--- config.mk ---
export PLATFORM = sky130hd
export DESIGN_NAME = ped_phase_sequencer
export DESIGN_NICKNAME = d
export VERILOG_FILES = /design/src/rtl/ped_phase_sequencer.sv
export SDC_FILE = /design/constraint.sdc
export NUM_CORES = 1
export LEC_CHECK = 0
export ABC_CLOCK_PERIOD_IN_PS = 2970
export BUFFER_PORTS_ARGS = -buffer_cell sky130_fd_sc_hd__clkbuf_2
export CORE_ASPECT_RATIO = 0.6
export CORE_MARGIN = 2
export CORE_UTILIZATION = 43
export DETAILED_ROUTE_END_ITERATION = 6
export MAX_ROUTING_LAYER = met4
export PLACE_DENSITY = 0.58
export SLEW_MARGIN = 20
export SYNTH_ARGS = -nofsm -noshare
export SYNTH_HDL_FRONTEND = slang
export SYNTH_SLANG_ARGS = --single-unit
--- constraint.sdc ---
create_clock -name clk -period 2.97 [get_ports clk]
set_input_delay 0.7425 -clock clk [delete_from_list [all_inputs] [get_ports clk]]
set_output_delay 0.7425 -clock clk [all_outputs]
set_load 0.05 [all_outputs]
--- src/rtl/ped_phase_sequencer.sv ---
// ped_phase_sequencer: seconds prescaler plus CLEAR/GREEN/NIGHT rotation driving the four crossing walk phases.
module ped_phase_sequencer #(
    parameter int TICK_DIV    = 50_000_000,
    parameter int GREEN_TIME  = 20,
    parameter int ALLRED_TIME = 2
) (
    input  logic       clk,
    input  logic       rst_n,
    input  logic       night_req,
    output logic [1:0] signal_Pos,
    output logic [4:0] Count_out,
    output logic       signal,
    output logic       light_out_time,
    output logic       phase_done
);
    localparam int PW = $clog2(TICK_DIV);
    localparam int CW = $clog2(ALLRED_TIME) + 1;
    localparam logic [CW-1:0] CLR_LOAD = CW'(ALLRED_TIME - 1);
    typedef enum logic [1:0] {CLEAR, GREEN, NIGHT} state_t;
    state_t        state_q, state_d;
    logic [PW-1:0] pre_q, pre_d;
    logic [CW-1:0] clr_q, clr_d;
    logic [1:0]    pos_q, pos_d;
    logic [4:0]    cnt_q, cnt_d;
    logic          night_q, night_d, done_q, done_d;
    logic          tick, half;
    assign tick = pre_q == PW'(TICK_DIV - 1);
    assign half = pre_q < PW'(TICK_DIV / 2);
    always_comb begin
        pre_d   = tick ? '0 : pre_q + 1'b1;
        state_d = state_q;
        clr_d   = clr_q;
        pos_d   = pos_q;
        cnt_d   = cnt_q;
        night_d = night_q;
        done_d  = 1'b0;
        if (tick) begin
            case (state_q)
                CLEAR: begin
                    if (clr_q != '0) begin
                        clr_d = clr_q - 1'b1;
                    end else if (night_req) begin
                        state_d = NIGHT;
                        night_d = 1'b1;
                        cnt_d   = '0;
                    end else begin
                        state_d = GREEN;
                        pos_d   = pos_q + 1'b1;
                        cnt_d   = 5'(GREEN_TIME - 1);
                    end
                end
                GREEN: begin
                    if (cnt_q != '0) begin
                        cnt_d = cnt_q - 1'b1;
                    end else begin
                        state_d = CLEAR;
                        clr_d   = CLR_LOAD;
                        done_d  = 1'b1;
                    end
                end
                NIGHT: begin
                    // leaving night restarts the rotation at crossing 0
                    if (!night_req) begin
                        state_d = CLEAR;
                        clr_d   = CLR_LOAD;
                        pos_d   = 2'd3;
                        night_d = 1'b0;
                    end
                end
                default: state_d = CLEAR;
            endcase
        end
    end
    always_ff @(posedge clk or negedge rst_n) begin
        if (!rst_n) begin
            state_q <= CLEAR;
            pre_q   <= '0;
            clr_q   <= CLR_LOAD;
            pos_q   <= 2'd3;
            cnt_q   <= '0;
            night_q <= 1'b0;
            done_q  <= 1'b0;
        end else begin
            state_q <= state_d;
            pre_q   <= pre_d;
            clr_q   <= clr_d;
            pos_q   <= pos_d;
            cnt_q   <= cnt_d;
            night_q <= night_d;
            done_q  <= done_d;
        end
    end
    assign signal         = (state_q != CLEAR) && half;
    assign signal_Pos     = pos_q;
    assign Count_out      = cnt_q;
    assign light_out_time = night_q;
    assign phase_done     = done_q;
endmodule
==> results_tabular.tex <==
\begin{tabular}{lr}
\hline
Metric & Value \\
\hline
\multicolumn{2}{l}{\textbf{Clock network}} \\
\quad Clock-pin slew on the worst setup and hold paths & 70 ps \\
\quad Clk buf depth & 2 \\
\quad Total clock buffers created by CTS & 5 \\
\quad Maximum level of the CTS H-tree & 2 \\
\quad Number of buffers inserted by post-CTS setup repair & 0 \\
\quad Count of hold-fix buffers inserted at cts & 0 \\
\quad Num Clock Sinks & 39 \\
\quad Worst-Skew Late Latency & 280 ps \\
\quad Number of cells upsized or downsized after cts & 0 \\
\quad Clock tree from TritonCTS & done \\
\quad Clock tree root driver cell & sky130\_fd\_sc\_hd\_\_clkbuf\_8 \\
\multicolumn{2}{l}{\textbf{Floorplan}} \\
\quad Vertical die dimension & around 57 um \\
\quad Die footprint & 0.00534 sq mm \\
\quad Site row count & 19 \\
\quad Die width & 93.0 um \\
\quad Initial core utilization & 0.448 \\
\quad Top Ports & 13 \\
\quad Core footprint & 0.00456 sq mm \\
\multicolumn{2}{l}{\textbf{Global routing}} \\
\quad Met3 track demand over resource in global routing & 0.0436 \\
\quad Initial antenna violation count & 0 \\
\quad Aggregate global-route resource usage & 0.184 \\
\quad Aggregate global routing overflow & 0 \\
\quad Met1 Use GR & 0.283 \\
\quad Global-route wire length before repair & 7370 um \\
\quad Busiest metal layer after global routing & met1 \\
\quad Largest net degree at the start of global routing & 40 \\
\quad Vias in the first global route & 1472 \\
\quad Global-route met2 utilization & 0.239 \\
\multicolumn{2}{l}{\textbf{Worst setup path}} \\
\quad Start-to-end type of the worst setup path & flip-flop to output pin \\
\quad Arrival time at the worst endpoint & 2020 ps \\
\quad Type of origin of the critical path & flip-flop \\
\quad Type of destination of the critical path & output pin \\
\quad Required time of the worst setup path & 2230 ps \\
\quad Worst-path fanout max & 4 \\
\multicolumn{2}{l}{\textbf{Synth}} \\
\quad Distinct cells, synth & 44 \\
\quad Average footprint of a synthesized cell & 9.78 sq um \\
\quad Most used DFF post-synth & sky130\_fd\_sc\_hd\_\_dfrtp\_1 \\
\quad Cell Area, Synth & 0.00204 sq mm \\
\quad Yosys warning total & 0 \\
\quad Part of the Yosys area used for sequential elements & 0.479 \\
\quad Number of cells produced by synthesis & 209 \\
\quad Register bit count reported by yosys & 39 \\
\quad Async set-reset flop share out of synthesis & 1.00 \\
\quad Number of flops mapped to enable cells by yosys & 0 \\
\quad Synth Net Count & between 200 and 250 \\
\multicolumn{2}{l}{\textbf{STA}} \\
\quad Hold Violations, Final & 0 \\
\quad Max Fclk & 0.362 GHz \\
\quad Max-slew violation total from the final report & 0 \\
\quad Final critical delay including setup and external delays & 2760 ps \\
\quad Share of the clock period used by the worst path after layout & 0.930 \\
\quad Final sum of negative setup slack & 0 ps \\
\quad Post-Route Hold Slack & 513 ps \\
\quad \# setup viols final & 0 \\
\quad Worst-case headroom to the max-slew limit & 0.367 \\
\quad Pin slew with the least headroom to its limit & 949 ps \\
\quad Fin Clk Skew & just under 4 ps \\
\quad Unrepaired setup endpoints after global routing & false \\
\multicolumn{2}{l}{\textbf{Power and ir drop}} \\
\quad Power after layout & 0.947 mW \\
\quad IR drop worst, VDD & 244 uV \\
\quad Leakage power summed over all cells & 1.06 nW \\
\quad Power density normalized to cell area & 414 mW/mm\^{}2 \\
\multicolumn{2}{l}{\textbf{Layout}} \\
\quad Final \#Nets & 234 \\
\quad Fillers & approximately 440 \\
\quad \# diodes & 0 \\
\quad Multi-input logic area & 0.00101 sq mm \\
\quad Area added between synthesis and finish & 11.9\% \\
\quad Share of cells above drive strength 1 & 0.159 \\
\quad Sequential cell area & around 980 sq um \\
\multicolumn{2}{l}{\textbf{Drt}} \\
\quad Vias & 1589 \\
\quad Antenna viol nets, final & 0 \\
\quad Final wirelength & 4280 um \\
\quad Residual DRC count & 0 \\
\quad First-pass DRT Iterations & 4 \\
\quad Number of vias per cell & 5.50 \\
\quad Drt initial violations & 104 \\
\quad WL/cell & 14.8 um \\
\multicolumn{2}{l}{\textbf{Worst hold path}} \\
\quad Class of the tightest hold or removal check & flip-flop to flip-flop \\
\multicolumn{2}{l}{\textbf{Place}} \\
\quad Detailed-placement wirelength estimate & 3130 um \\
\quad Final Wtd Congestion & 0.882 \\
\quad IO Port Bufs & 12 \\
\multicolumn{2}{l}{\textbf{Run}} \\
\quad Number of max-cap violations & 0 \\
\multicolumn{2}{l}{\textbf{Status}} \\
\quad Outcome & finished clean \\
\hline
\end{tabular}
==> state kept, by name (all words and copies together), names as in the netlist <==
name and count:
pre_q 26, clr_q 2, phase_done 1, light_out_time 1
state_q 2, Count_out 5, signal_Pos 2
==> worst max-delay path, stage by stage, from the launching register on <==
cell	delay (ps)
sky130_fd_sc_hd__dfrtp_1	420
sky130_fd_sc_hd__or4_4	550
sky130_fd_sc_hd__o2111ai_1	210
sky130_fd_sc_hd__a21oi_1	110
sky130_fd_sc_hd__nor4_2	140
sky130_fd_sc_hd__clkbuf_2	310
==> per-stage QoR <==
step                utilization  cell area, sq um  setup WS, ps  cells
floorplan                     -              2050           180    209
global placement          0.479              2190           554    281
detailed placement        0.479              2190           508    281
CTS                       0.501              2290           182    289
global route              0.501              2290          79.9    289
finish                    0.501              2290           209    289
==> metal layers <==
layer | part of all wire | wire length, um
met3 | 0.044 | 190
met2 | 0.41 | 1760
met4 | 0.0079 | 34
met5 | 0 | 0
met1 | 0.54 | 2290
==> area by class of cell <==
type / count / area share
well taps: 63 / 0.0345
repair buffers: 15 / 0.0361
clock buffers: 8 / 0.0438
flip-flops and latches: 39 / 0.429
multi-input cells: 155 / 0.442
inverters: 9 / 0.0148
==> synthesized netlist by cell type (all sizes together) (2+ instances only) <==
library cell  count  area, sq um
a21oi             6         30.0
nand2            12         45.0
nor2             28          105
o21ai             7         35.0
mux2              3         33.8
ha                6         75.1
clkbuf            4         15.0
a31oi             3         18.8
nor4              5         31.3
mux2i             2         20.0
nand4             6         37.5
and3              7         45.1
nor3              3         15.0
nand2b            2         12.5
and2              5         31.3
buf               2         10.0
o31ai             2         15.0
inv               9         33.8
nand3            14         70.1
xor2             14          123
dfrtp            36          901
and4              3         26.3
or4               2         22.5
o2111ai           2         17.5
dfstp             3         78.8
or2               2         12.5
xnor2             7         61.3
==> kinds of logic (layout without fill, tap and decap cells) <==
| family | Yosys count | after routing | synth area share |
|---|---|---|---|
| buffers and inverters | 15 | 32 | 0.0288 |
| xor gates and xnor gates | 21 | 21 | 0.0900 |
| AOI/OAI and AO/OA | 27 | 27 | 0.0851 |
| adders and majority gates | 6 | 6 | 0.0367 |
| muxes | 5 | 5 | 0.0263 |
| DFF | 39 | 39 | 0.479 |
| and+or+nand+nor | 96 | 96 | 0.254 |
==> report_power, final <==
group	internal [mW]	switching, mW
Sequential	0.532	0.00156
Clock	0.212	0.177
Combinational	0.00423	0.0199
==> cell usage in the layout (no fill, tap or decap), drive strengths merged, types with 2 or more instances in the layout <==
cell	n
or2	2
nor3	3
and3	7
dfrtp	36
nor4	5
nand2b	2
nor2	28
xor2	14
a21oi	6
mux2i	2
clkbuf	20
buf	3
xnor2	7
nand2	12
nand3	14
a31oi	3
o21ai	7
o31ai	2
nand4	6
and4	3
inv	9
or4	2
ha	6
dfstp	3
mux2	3
and2	5
o2111ai	2
==> worst paths after layout <==
kind,startpoint,to,slack (ps),cells after the start
hold / removal,clr_q[1],clr_q[1],510,1
max in group asynchronous,rst_n,pre_q[2],1790,1
hold reg to reg,clr_q[1],clr_q[1],510,1
setup reg to reg,pre_q[10],Count_out[2],520,6
setup / recovery,pre_q[10],signal,210,5
min in group asynchronous,rst_n,clr_q[1],590,1
Power figures use the tool's default switching activity.
